`src/rtl/rr_mux_reg_if.sv`:
```
// Handshake bundle for rr_mux_reg: producer-side valid/data/ready lanes and the consumer port.
// RR_MUX_PKT_LOCK_EN adds the in_last/out_last packet framing signals.
interface rr_mux_reg_if #(
   parameter int NUM_CH = 4,
   parameter int WIDTH  = 8,
   parameter int SEL_W  = $clog2(NUM_CH)
);
   logic                    mode;
   logic [SEL_W-1:0]        sel;
   logic [NUM_CH-1:0]       in_valid;
   logic [NUM_CH*WIDTH-1:0] in_data;
   logic [NUM_CH-1:0]       in_ready;
   logic                    out_valid;
   logic [WIDTH-1:0]        out_data;
   logic [SEL_W-1:0]        out_ch;
   logic                    out_ready;
`ifdef RR_MUX_PKT_LOCK_EN
   logic [NUM_CH-1:0]       in_last;
   logic                    out_last;
`endif

   modport slave (
      input  mode, sel, in_valid, in_data, out_ready,
`ifdef RR_MUX_PKT_LOCK_EN
      input  in_last,
      output out_last,
`endif
      output in_ready, out_valid, out_data, out_ch
   );

   modport master (
      output mode, sel, in_valid, in_data, out_ready,
`ifdef RR_MUX_PKT_LOCK_EN
      output in_last,
      input  out_last,
`endif
      input  in_ready, out_valid, out_data, out_ch
   );
endinterface

```
`src/rtl/rr_mux_reg.sv`:
```
// N-channel valid/ready selector (fixed select or round-robin) feeding one registered output entry.
// Optional macro RR_MUX_PKT_LOCK_EN locks the grant to a channel until its last beat.
module rr_mux_reg #(
   parameter int NUM_CH = 4,
   parameter int WIDTH  = 8,
   parameter int SEL_W  = $clog2(NUM_CH)
) (
   input  logic        clk,
   input  logic        rst_n,
   rr_mux_reg_if.slave bus
);
   localparam logic [SEL_W:0]   NCH_W   = (SEL_W+1)'(NUM_CH);
   localparam logic [SEL_W-1:0] LAST_CH = SEL_W'(NUM_CH - 1);

   logic              can_load_s;
   logic              gnt_vld_s;
   logic [SEL_W-1:0]  gnt_idx_s;
   logic [WIDTH-1:0]  gnt_data_s;
   logic              gnt_last_s;
   logic              xfer_in_s;
   logic              ptr_adv_s;
   logic [NUM_CH-1:0] in_ready_s;
   logic [SEL_W-1:0]  ptr_r;
   logic              out_valid_r;
   logic [WIDTH-1:0]  out_data_r;
   logic [SEL_W-1:0]  out_ch_r;
`ifdef RR_MUX_PKT_LOCK_EN
   logic              lock_r;
   logic [SEL_W-1:0]  lock_ch_r;
   logic              out_last_r;
`endif

   function automatic logic bit_at(input logic [NUM_CH-1:0] vec, input logic [SEL_W-1:0] idx);
      logic hit;
      hit = 1'b0;
      for (int i = 0; i < NUM_CH; i++) begin
         hit = hit | (vec[i] & (idx == SEL_W'(i)));
      end
      return hit;
   endfunction

   // Arbitration: an open packet overrides, otherwise fixed select or RR search starting at ptr
   always_comb begin
      logic [SEL_W:0] cand_v;
      cand_v    = '0;
      gnt_vld_s = 1'b0;
      gnt_idx_s = '0;
`ifdef RR_MUX_PKT_LOCK_EN
      if (lock_r) begin
         gnt_vld_s = bit_at(bus.in_valid, lock_ch_r);
         gnt_idx_s = lock_ch_r;
      end else
`endif
      if (bus.mode == 1'b0) begin
         if (({1'b0, bus.sel} < NCH_W) && bit_at(bus.in_valid, bus.sel)) begin
            gnt_vld_s = 1'b1;
            gnt_idx_s = bus.sel;
         end else begin
            gnt_vld_s = 1'b0;
         end
      end else begin
         // Walk offsets from farthest to nearest so the nearest valid channel wins
         for (int k = NUM_CH - 1; k >= 0; k--) begin
            cand_v = {1'b0, ptr_r} + (SEL_W+1)'(k);
            cand_v = (cand_v >= NCH_W) ? (cand_v - NCH_W) : cand_v;
            if (bit_at(bus.in_valid, cand_v[SEL_W-1:0])) begin
               gnt_vld_s = 1'b1;
               gnt_idx_s = cand_v[SEL_W-1:0];
            end else begin
               gnt_vld_s = gnt_vld_s;
            end
         end
      end
   end

   // Granted channel's payload and handshake qualification
   always_comb begin
      gnt_data_s = '0;
      gnt_last_s = 1'b1;
      in_ready_s = '0;
      can_load_s = ~out_valid_r | bus.out_ready;
      xfer_in_s  = gnt_vld_s & can_load_s & rst_n;
      for (int i = 0; i < NUM_CH; i++) begin
         if (gnt_idx_s == SEL_W'(i)) begin
            gnt_data_s = bus.in_data[i*WIDTH +: WIDTH];
`ifdef RR_MUX_PKT_LOCK_EN
            gnt_last_s = bus.in_last[i];
`endif
         end else begin
            gnt_data_s = gnt_data_s;
         end
         in_ready_s[i] = xfer_in_s & (gnt_idx_s == SEL_W'(i));
      end
      ptr_adv_s = xfer_in_s & bus.mode & gnt_last_s;
   end

   // Output entry: load on transfer in, empty on drain without a replacement, otherwise hold
   always_ff @(posedge clk or negedge rst_n) begin
      if (!rst_n) begin
         out_valid_r <= 1'b0;
         out_data_r  <= '0;
         out_ch_r    <= '0;
`ifdef RR_MUX_PKT_LOCK_EN
         out_last_r  <= 1'b0;
`endif
      end else if (xfer_in_s) begin
         out_valid_r <= 1'b1;
         out_data_r  <= gnt_data_s;
         out_ch_r    <= gnt_idx_s;
`ifdef RR_MUX_PKT_LOCK_EN
         out_last_r  <= gnt_last_s;
`endif
      end else if (bus.out_ready) begin
         out_valid_r <= 1'b0;
      end else begin
         out_valid_r <= out_valid_r;
      end
   end

   // Round-robin pointer moves just past the channel that completed a transfer
   always_ff @(posedge clk or negedge rst_n) begin
      if (!rst_n) begin
         ptr_r <= '0;
      end else if (ptr_adv_s) begin
         ptr_r <= (gnt_idx_s == LAST_CH) ? '0 : (gnt_idx_s + SEL_W'(1));
      end else begin
         ptr_r <= ptr_r;
      end
   end

`ifdef RR_MUX_PKT_LOCK_EN
   // Packet lock: held from a non-last beat until the same channel sends its last beat
   always_ff @(posedge clk or negedge rst_n) begin
      if (!rst_n) begin
         lock_r    <= 1'b0;
         lock_ch_r <= '0;
      end else if (xfer_in_s) begin
         lock_r    <= ~gnt_last_s;
         lock_ch_r <= gnt_idx_s;
      end else begin
         lock_r    <= lock_r;
      end
   end

   assign bus.out_last  = out_last_r;
`endif

   assign bus.in_ready  = in_ready_s;
   assign bus.out_valid = out_valid_r;
   assign bus.out_data  = out_data_r;
   assign bus.out_ch    = out_ch_r;
endmodule

```
`src/flat_wrapper.sv`:
```
// flat-port wrapper written by rule: the top's interface ports become plain ports
module rr_mux_reg_flat 
#(
   parameter int NUM_CH = 4,
   parameter int WIDTH  = 8,
   parameter int SEL_W  = $clog2(NUM_CH)
)
  (clk, rst_n, bus_mode, bus_sel, bus_in_valid, bus_in_data, bus_out_ready, bus_in_ready, bus_out_valid, bus_out_data, bus_out_ch);
  rr_mux_reg_if #(.NUM_CH(NUM_CH), .WIDTH(WIDTH), .SEL_W(SEL_W)) bus_i ();
  input  logic clk;
  input  logic rst_n;
  input wire logic [$bits(bus_i.mode)-1:0] bus_mode;
  input wire logic [$bits(bus_i.sel)-1:0] bus_sel;
  input wire logic [$bits(bus_i.in_valid)-1:0] bus_in_valid;
  input wire logic [$bits(bus_i.in_data)-1:0] bus_in_data;
  input wire logic [$bits(bus_i.out_ready)-1:0] bus_out_ready;
  output wire logic [$bits(bus_i.in_ready)-1:0] bus_in_ready;
  output wire logic [$bits(bus_i.out_valid)-1:0] bus_out_valid;
  output wire logic [$bits(bus_i.out_data)-1:0] bus_out_data;
  output wire logic [$bits(bus_i.out_ch)-1:0] bus_out_ch;
  assign bus_i.mode = bus_mode;
  assign bus_i.sel = bus_sel;
  assign bus_i.in_valid = bus_in_valid;
  assign bus_i.in_data = bus_in_data;
  assign bus_i.out_ready = bus_out_ready;
  assign bus_in_ready = bus_i.in_ready;
  assign bus_out_valid = bus_i.out_valid;
  assign bus_out_data = bus_i.out_data;
  assign bus_out_ch = bus_i.out_ch;
  rr_mux_reg #(.NUM_CH(NUM_CH), .WIDTH(WIDTH), .SEL_W(SEL_W)) u_core (.clk(clk), .rst_n(rst_n), .bus(bus_i));
endmodule
```
`config.mk`:
```
export PLATFORM = sky130hd
export DESIGN_NAME = rr_mux_reg_flat
export DESIGN_NICKNAME = d
export VERILOG_FILES = /design/src/rtl/rr_mux_reg_if.sv /design/src/rtl/rr_mux_reg.sv /design/src/flat_wrapper.sv
export SDC_FILE = /design/constraint.sdc
export NUM_CORES = 1
export LEC_CHECK = 0
export ABC_AREA = 1
export CAP_MARGIN = 10
export CORE_ASPECT_RATIO = 0.8
export CORE_MARGIN = 2
export CORE_UTILIZATION = 41
export CTS_BUF_LIST = sky130_fd_sc_hd__clkbuf_16
export DETAILED_ROUTE_END_ITERATION = 12
export PLACE_DENSITY = 0.8
export SLEW_MARGIN = 20
export SYNTH_ARGS = -nofsm -noshare
export SYNTH_HDL_FRONTEND = slang
export SYNTH_SLANG_ARGS = --single-unit
```
`constraint.sdc`:
```
create_clock -name clk -period 3.2 [get_ports clk]
set_input_delay 0.48 -clock clk [delete_from_list [all_inputs] [get_ports clk]]
set_output_delay 0.48 -clock clk [all_outputs]
set_load 0.02 [all_outputs]
```
==> report_table.html <==
<table>
<tr><th>Metric</th><th>Value</th></tr>
<tr><th colspan="2">GRT</th></tr>
<tr><td>Largest net degree at the start of global routing</td><td>17</td></tr>
<tr><td>Wire length of the first global-routing pass</td><td>5740 µm</td></tr>
<tr><td>Global Route Usage Sum</td><td>0.217</td></tr>
<tr><td>Antenna violations before repair</td><td>0</td></tr>
<tr><td>Via count of the first global-routing pass</td><td>1275</td></tr>
<tr><td>Sum of overflow across all layers after global routing</td><td>0</td></tr>
<tr><th colspan="2">Min path</th></tr>
<tr><td>Class of the tightest hold or removal check</td><td>reg -&gt; reg</td></tr>
<tr><td>Worst min-delay path startpoint</td><td>u_core.bus.out_data[6]</td></tr>
<tr><td>Cell depth of the worst min-delay path</td><td>2</td></tr>
<tr><td>Worst Hold End</td><td>u_core.bus.out_data[6]</td></tr>
<tr><th colspan="2">Final layout</th></tr>
<tr><td>Fill cell count</td><td>249</td></tr>
<tr><td>Final core occ</td><td>0.696</td></tr>
<tr><td>Fraction of layout instances using a drive strength above 1</td><td>0.131</td></tr>
<tr><td>Area grow syn2layout</td><td>60.6%</td></tr>
<tr><td>Multi-input gate area</td><td>776 µm²</td></tr>
<tr><td>Register area</td><td>327 µm²</td></tr>
<tr><td>Nets</td><td>310</td></tr>
<tr><td>Antenna cell count</td><td>0</td></tr>
<tr><td>Filler-free cell count of the finished design</td><td>297</td></tr>
<tr><th colspan="2">Critical path</th></tr>
<tr><td>FF-to-FF Start</td><td>u_core.ptr_r[1]</td></tr>
<tr><td>Capture instance of the worst register-to-register path</td><td>u_core.bus.out_data[1]</td></tr>
<tr><td>Signal arrival time at the worst endpoint</td><td>2480 ps</td></tr>
<tr><td>Required time of the worst setup path</td><td>2720 ps</td></tr>
<tr><td>Crit-path max FO</td><td>5</td></tr>
<tr><td>Crit path kind</td><td>in -&gt; out</td></tr>
<tr><td>Cells traversed along the worst timing path</td><td>clkdlybuf4s50_1 -&gt; nand2_1 -&gt; nand2_1 -&gt; inv_1 -&gt; nand2_1 -&gt; nand2_1 -&gt; nand2_1 -&gt; nand2_1 -&gt; nand3_1 -&gt; nand2_1 -&gt; inv_1 -&gt; ha_1 -&gt; inv_1 -&gt; nor2_1 -&gt; dlygate4sd2_1</td></tr>
<tr><td>Sort of element at the start of the critical path</td><td>input port</td></tr>
<tr><td>Reg-to-reg setup timing slack</td><td>410 ps</td></tr>
<tr><td>Cell type with the highest occurrence count on the critical path</td><td>sky130_fd_sc_hd__nand2_1</td></tr>
<tr><td>Cell depth of the worst flop-to-flop path</td><td>19</td></tr>
<tr><td>Top cell family by delay on the critical path</td><td>buffers and inverters</td></tr>
<tr><td>Worst path slowest cell</td><td>sky130_fd_sc_hd__clkdlybuf4s50_1</td></tr>
<tr><td>Largest stage delay on the critical path</td><td>570 ps</td></tr>
<tr><td>CP Capture Type</td><td>primary output</td></tr>
<tr><td>Worst path buffer plus inverter count</td><td>5</td></tr>
<tr><th colspan="2">STA</th></tr>
<tr><td>Setup repair after global routing missed its margin</td><td>no</td></tr>
<tr><td>Final Hold Viols</td><td>0</td></tr>
<tr><td>Finish-stage setup viols</td><td>0</td></tr>
<tr><td>Final critical-path required period</td><td>2960 ps</td></tr>
<tr><td>Fin. max-slew vios</td><td>0</td></tr>
<tr><td>Maximum frequency from static timing analysis</td><td>338 MHz</td></tr>
<tr><td>Worst-case hold slack</td><td>482 ps</td></tr>
<tr><td>Worst-Margin Slew</td><td>279 ps</td></tr>
<tr><td>Tightest slew margin relative to the limit</td><td>0.812</td></tr>
<tr><td>Part of the cycle the worst path needs</td><td>0.924</td></tr>
<tr><td>Worst clock skew on the final layout</td><td>2.13 ps</td></tr>
<tr><th colspan="2">Floorplan</th></tr>
<tr><td>Area inside the core boundary</td><td>2790 µm²</td></tr>
<tr><td>Horizontal extent of the die</td><td>64.7 µm</td></tr>
<tr><td>DIE AREA</td><td>3400 µm²</td></tr>
<tr><td>Ports</td><td>57</td></tr>
<tr><td>Std-Cell Rows</td><td>17</td></tr>
<tr><td>Starting Density</td><td>0.434</td></tr>
<tr><td>Die height</td><td>52.6 µm</td></tr>
<tr><th colspan="2">Synth</th></tr>
<tr><td>Synth Area in Simple Gates</td><td>0.419</td></tr>
<tr><td>Fraction of the yosys area taken by sequential cells</td><td>0.269</td></tr>
<tr><td>Cell accounting for the most synthesized area</td><td>sky130_fd_sc_hd__dfrtp_1</td></tr>
<tr><td>Adder-cell share of the synthesized area</td><td>0.0828</td></tr>
<tr><td>Register bit count reported by yosys</td><td>13</td></tr>
<tr><td>Area fraction of the dominant cell type after synthesis</td><td>0.269</td></tr>
<tr><td>Area fraction in compound gates after synthesis</td><td>0.140</td></tr>
<tr><td>Synthesis warning total</td><td>0</td></tr>
<tr><td>Prevailing post-synth register cell</td><td>sky130_fd_sc_hd__dfrtp_1</td></tr>
<tr><td>Multiplexer fraction of the synthesized cell area</td><td>0</td></tr>
<tr><td>Post-Synth XOR/XNOR Area</td><td>0</td></tr>
<tr><td>Top-count cell post-synth</td><td>sky130_fd_sc_hd__nand2_1</td></tr>
<tr><td>Syn Area/Cell</td><td>6.26 µm²</td></tr>
<tr><td>Post-Synthesis Net Count</td><td>243</td></tr>
<tr><td>Top cells by area in the synthesized netlist</td><td>sky130_fd_sc_hd__dfrtp_1 (27%), sky130_fd_sc_hd__nand2_1 (27%), sky130_fd_sc_hd__ha_1 (8.3%)</td></tr>
<tr><td>Most frequent cells after synthesis</td><td>sky130_fd_sc_hd__nand2_1 (86), sky130_fd_sc_hd__inv_1 (16), sky130_fd_sc_hd__o21ai_0 (16)</td></tr>
<tr><td>Number of library cell types mapped by synthesis</td><td>21</td></tr>
<tr><td>Number of enable-type register cells in the synthesized netlist</td><td>0</td></tr>
<tr><td>Synthesized instance count</td><td>193</td></tr>
<tr><td>Synthesized area</td><td>1210 µm²</td></tr>
<tr><td>Dominant combinational cell family by area after synthesis</td><td>simple AND/OR/NAND/NOR gates</td></tr>
<tr><td>Async SR Flop Fraction</td><td>1.00</td></tr>
<tr><th colspan="2">Clocking</th></tr>
<tr><td>Maximum root-to-sink buffer count</td><td>2</td></tr>
<tr><td>Clock-pin slew reported for the worst setup and hold paths after clock tree synthesis</td><td>40 ps</td></tr>
<tr><td>Post_cts resized</td><td>3</td></tr>
<tr><td>Clock sink count</td><td>13</td></tr>
<tr><td>TritonCTS clock tree</td><td>built</td></tr>
<tr><td>Post-CTS setup buffer count</td><td>0</td></tr>
<tr><td>Total clock buffers created by CTS</td><td>3</td></tr>
<tr><td>CTS Root Buffer Type</td><td>sky130_fd_sc_hd__clkbuf_16</td></tr>
<tr><td>Number of H-tree levels</td><td>1</td></tr>
<tr><td>Clock latency reported for the late side of the worst-skew pair</td><td>240 ps</td></tr>
<tr><td>Hold_buf cts</td><td>0</td></tr>
<tr><th colspan="2">Run</th></tr>
<tr><td>MaxCap Viol Count</td><td>0</td></tr>
<tr><th colspan="2">Drt</th></tr>
<tr><td>Total number of vias</td><td>1388</td></tr>
<tr><td>Number of DRC violations after detailed-routing iteration 0</td><td>117</td></tr>
<tr><td>Final routed wirelength across all metal layers</td><td>3350 µm</td></tr>
<tr><td>Avg WL per Cell</td><td>11.3 µm</td></tr>
<tr><td>Number of detailed-route iterations in the first pass</td><td>4</td></tr>
<tr><td>Final ANT Viol Nets</td><td>0</td></tr>
<tr><td>Post-route DRC</td><td>0</td></tr>
<tr><td>Via density per instance</td><td>4.67</td></tr>
<tr><th colspan="2">Place</th></tr>
<tr><td>RePlAce Congestion</td><td>0.837</td></tr>
<tr><td>Buffers on Ports</td><td>56</td></tr>
<tr><td>Dpl hpwl</td><td>2750 µm</td></tr>
<tr><td>Post-placement cell count</td><td>293</td></tr>
<tr><th colspan="2">Outcome</th></tr>
<tr><td>Result of the run</td><td>finished, final reports clean</td></tr>
<tr><th colspan="2">Power and ir drop</th></tr>
<tr><td>Power per standard cell area</td><td>810 nW/µm²</td></tr>
<tr><td>Static leakage</td><td>0.973 nW</td></tr>
<tr><td>Worst supply voltage drop on vdd</td><td>333 µV</td></tr>
</table>
worst register-to-register path: stages, from the launching register on:
cell and delay, ps:
sky130_fd_sc_hd__dfrtp_1 420, sky130_fd_sc_hd__inv_1 100, sky130_fd_sc_hd__ha_1 240, sky130_fd_sc_hd__nand2_1 80, sky130_fd_sc_hd__nand4_1 190, sky130_fd_sc_hd__nand2_1 110, sky130_fd_sc_hd__nand2_1 50, sky130_fd_sc_hd__nand2_1 60
sky130_fd_sc_hd__nand3_1 90, sky130_fd_sc_hd__nand2_1 160, sky130_fd_sc_hd__inv_1 90, sky130_fd_sc_hd__ha_1 210, sky130_fd_sc_hd__buf_4 170, sky130_fd_sc_hd__nor2_4 210, sky130_fd_sc_hd__nand2_1 80, sky130_fd_sc_hd__nand2_1 60
sky130_fd_sc_hd__o21ai_0 70, sky130_fd_sc_hd__o21ai_0 180, sky130_fd_sc_hd__nand2_1 90, sky130_fd_sc_hd__nand2_1 80
cell usage in the layout, fill, tap and decap left out, types with 2 or more instances in the layout:
cell / synthesis / routed
sky130_fd_sc_hd__nor2_2: 4 / 4
sky130_fd_sc_hd__inv_1: 16 / 17
sky130_fd_sc_hd__nand2_1: 86 / 86
sky130_fd_sc_hd__clkbuf_16: 0 / 3
sky130_fd_sc_hd__clkdlybuf4s50_1: 0 / 52
sky130_fd_sc_hd__o21ai_0: 16 / 15
sky130_fd_sc_hd__buf_4: 0 / 11
sky130_fd_sc_hd__nor2_4: 2 / 2
sky130_fd_sc_hd__o21ai_1: 6 / 7
sky130_fd_sc_hd__dlygate4sd2_1: 0 / 3
sky130_fd_sc_hd__a21oi_1: 10 / 10
sky130_fd_sc_hd__nand2_2: 8 / 8
sky130_fd_sc_hd__ha_1: 8 / 8
sky130_fd_sc_hd__dfrtp_1: 13 / 12
sky130_fd_sc_hd__nor2_1: 7 / 7
sky130_fd_sc_hd__nand3_1: 6 / 6
where the power goes:
part           leakage, nW  total [mW]  internal, mW  switching [mW]
logic                0.769        1.04         0.450           0.595
registers            0.162       0.298         0.238          0.0606
clock network       0.0423       0.228         0.164          0.0639
total                0.973        1.57         0.852           0.720
through the flow:
step / setup WS, ps / power, mW / TNS (ps) / instance area, µm²
4_1_cts: 49.3 / 1.58 / 0 / 1940
3_5_place_dp: -89.0 / 1.34 / -192 / 1860
3_3_place_gp: -81.6 / 1.33 / -152 / 1860
6_report: 243 / 1.57 / 0 / 1940
2_1_floorplan: 352 / 0.959 / 0 / 1210
5_1_grt: 9.06 / 1.74 / 0 / 1940
logic make-up (layout without fill, tap and decap cells):
group           after synthesis  in the layout
flops                        13             13
compound gates               33             33
simple gates                116            116
buf+inv                      23             89
fa+ha+maj                     8              8
layer usage:
metal / wire [µm] / vias up / part of all wire / track usage
met2: 1500 / 49 / 0.45 / 0.344
li1: - / 738 / - / -
met1: 1610 / 597 / 0.48 / 0.311
met4: 39 / 0 / 0.012 / 0.0532
met3: 202 / 4 / 0.060 / 0.0301
met5: 0 / - / 0 / 0
cell type report:
cell class	count	area share
tap	38	0.0245
sequential	13	0.168
timing repair buffer	67	0.331
clock buffer	3	0.0387
inverter	18	0.0361
clock inverter	1	0.00193
multi-input combinational	157	0.400
state kept, by name (all words and copies together) (netlist names):
register / cells
u_core.bus.out_ch: 2
u_core.bus.out_data: 8
u_core.bus.out_valid: 1
u_core.ptr_r: 2
worst max-delay path by stage:
stage | from | slack [ps] | end | cells after the start
finish | bus_in_valid[3] | 240 | bus_in_ready[3] | 15
global placement | bus_in_valid[2] | -80 | bus_in_ready[1] | 11
CTS | u_core.ptr_r[0] | 50 | bus_in_ready[0] | 15
floorplan | u_core.ptr_r[0] | 350 | bus_in_ready[3] | 16
global route | bus_in_valid[3] | 9 | bus_in_ready[1] | 15
detailed placement | bus_in_valid[3] | -90 | bus_in_ready[3] | 11
(Power assumes the default switching activity.)
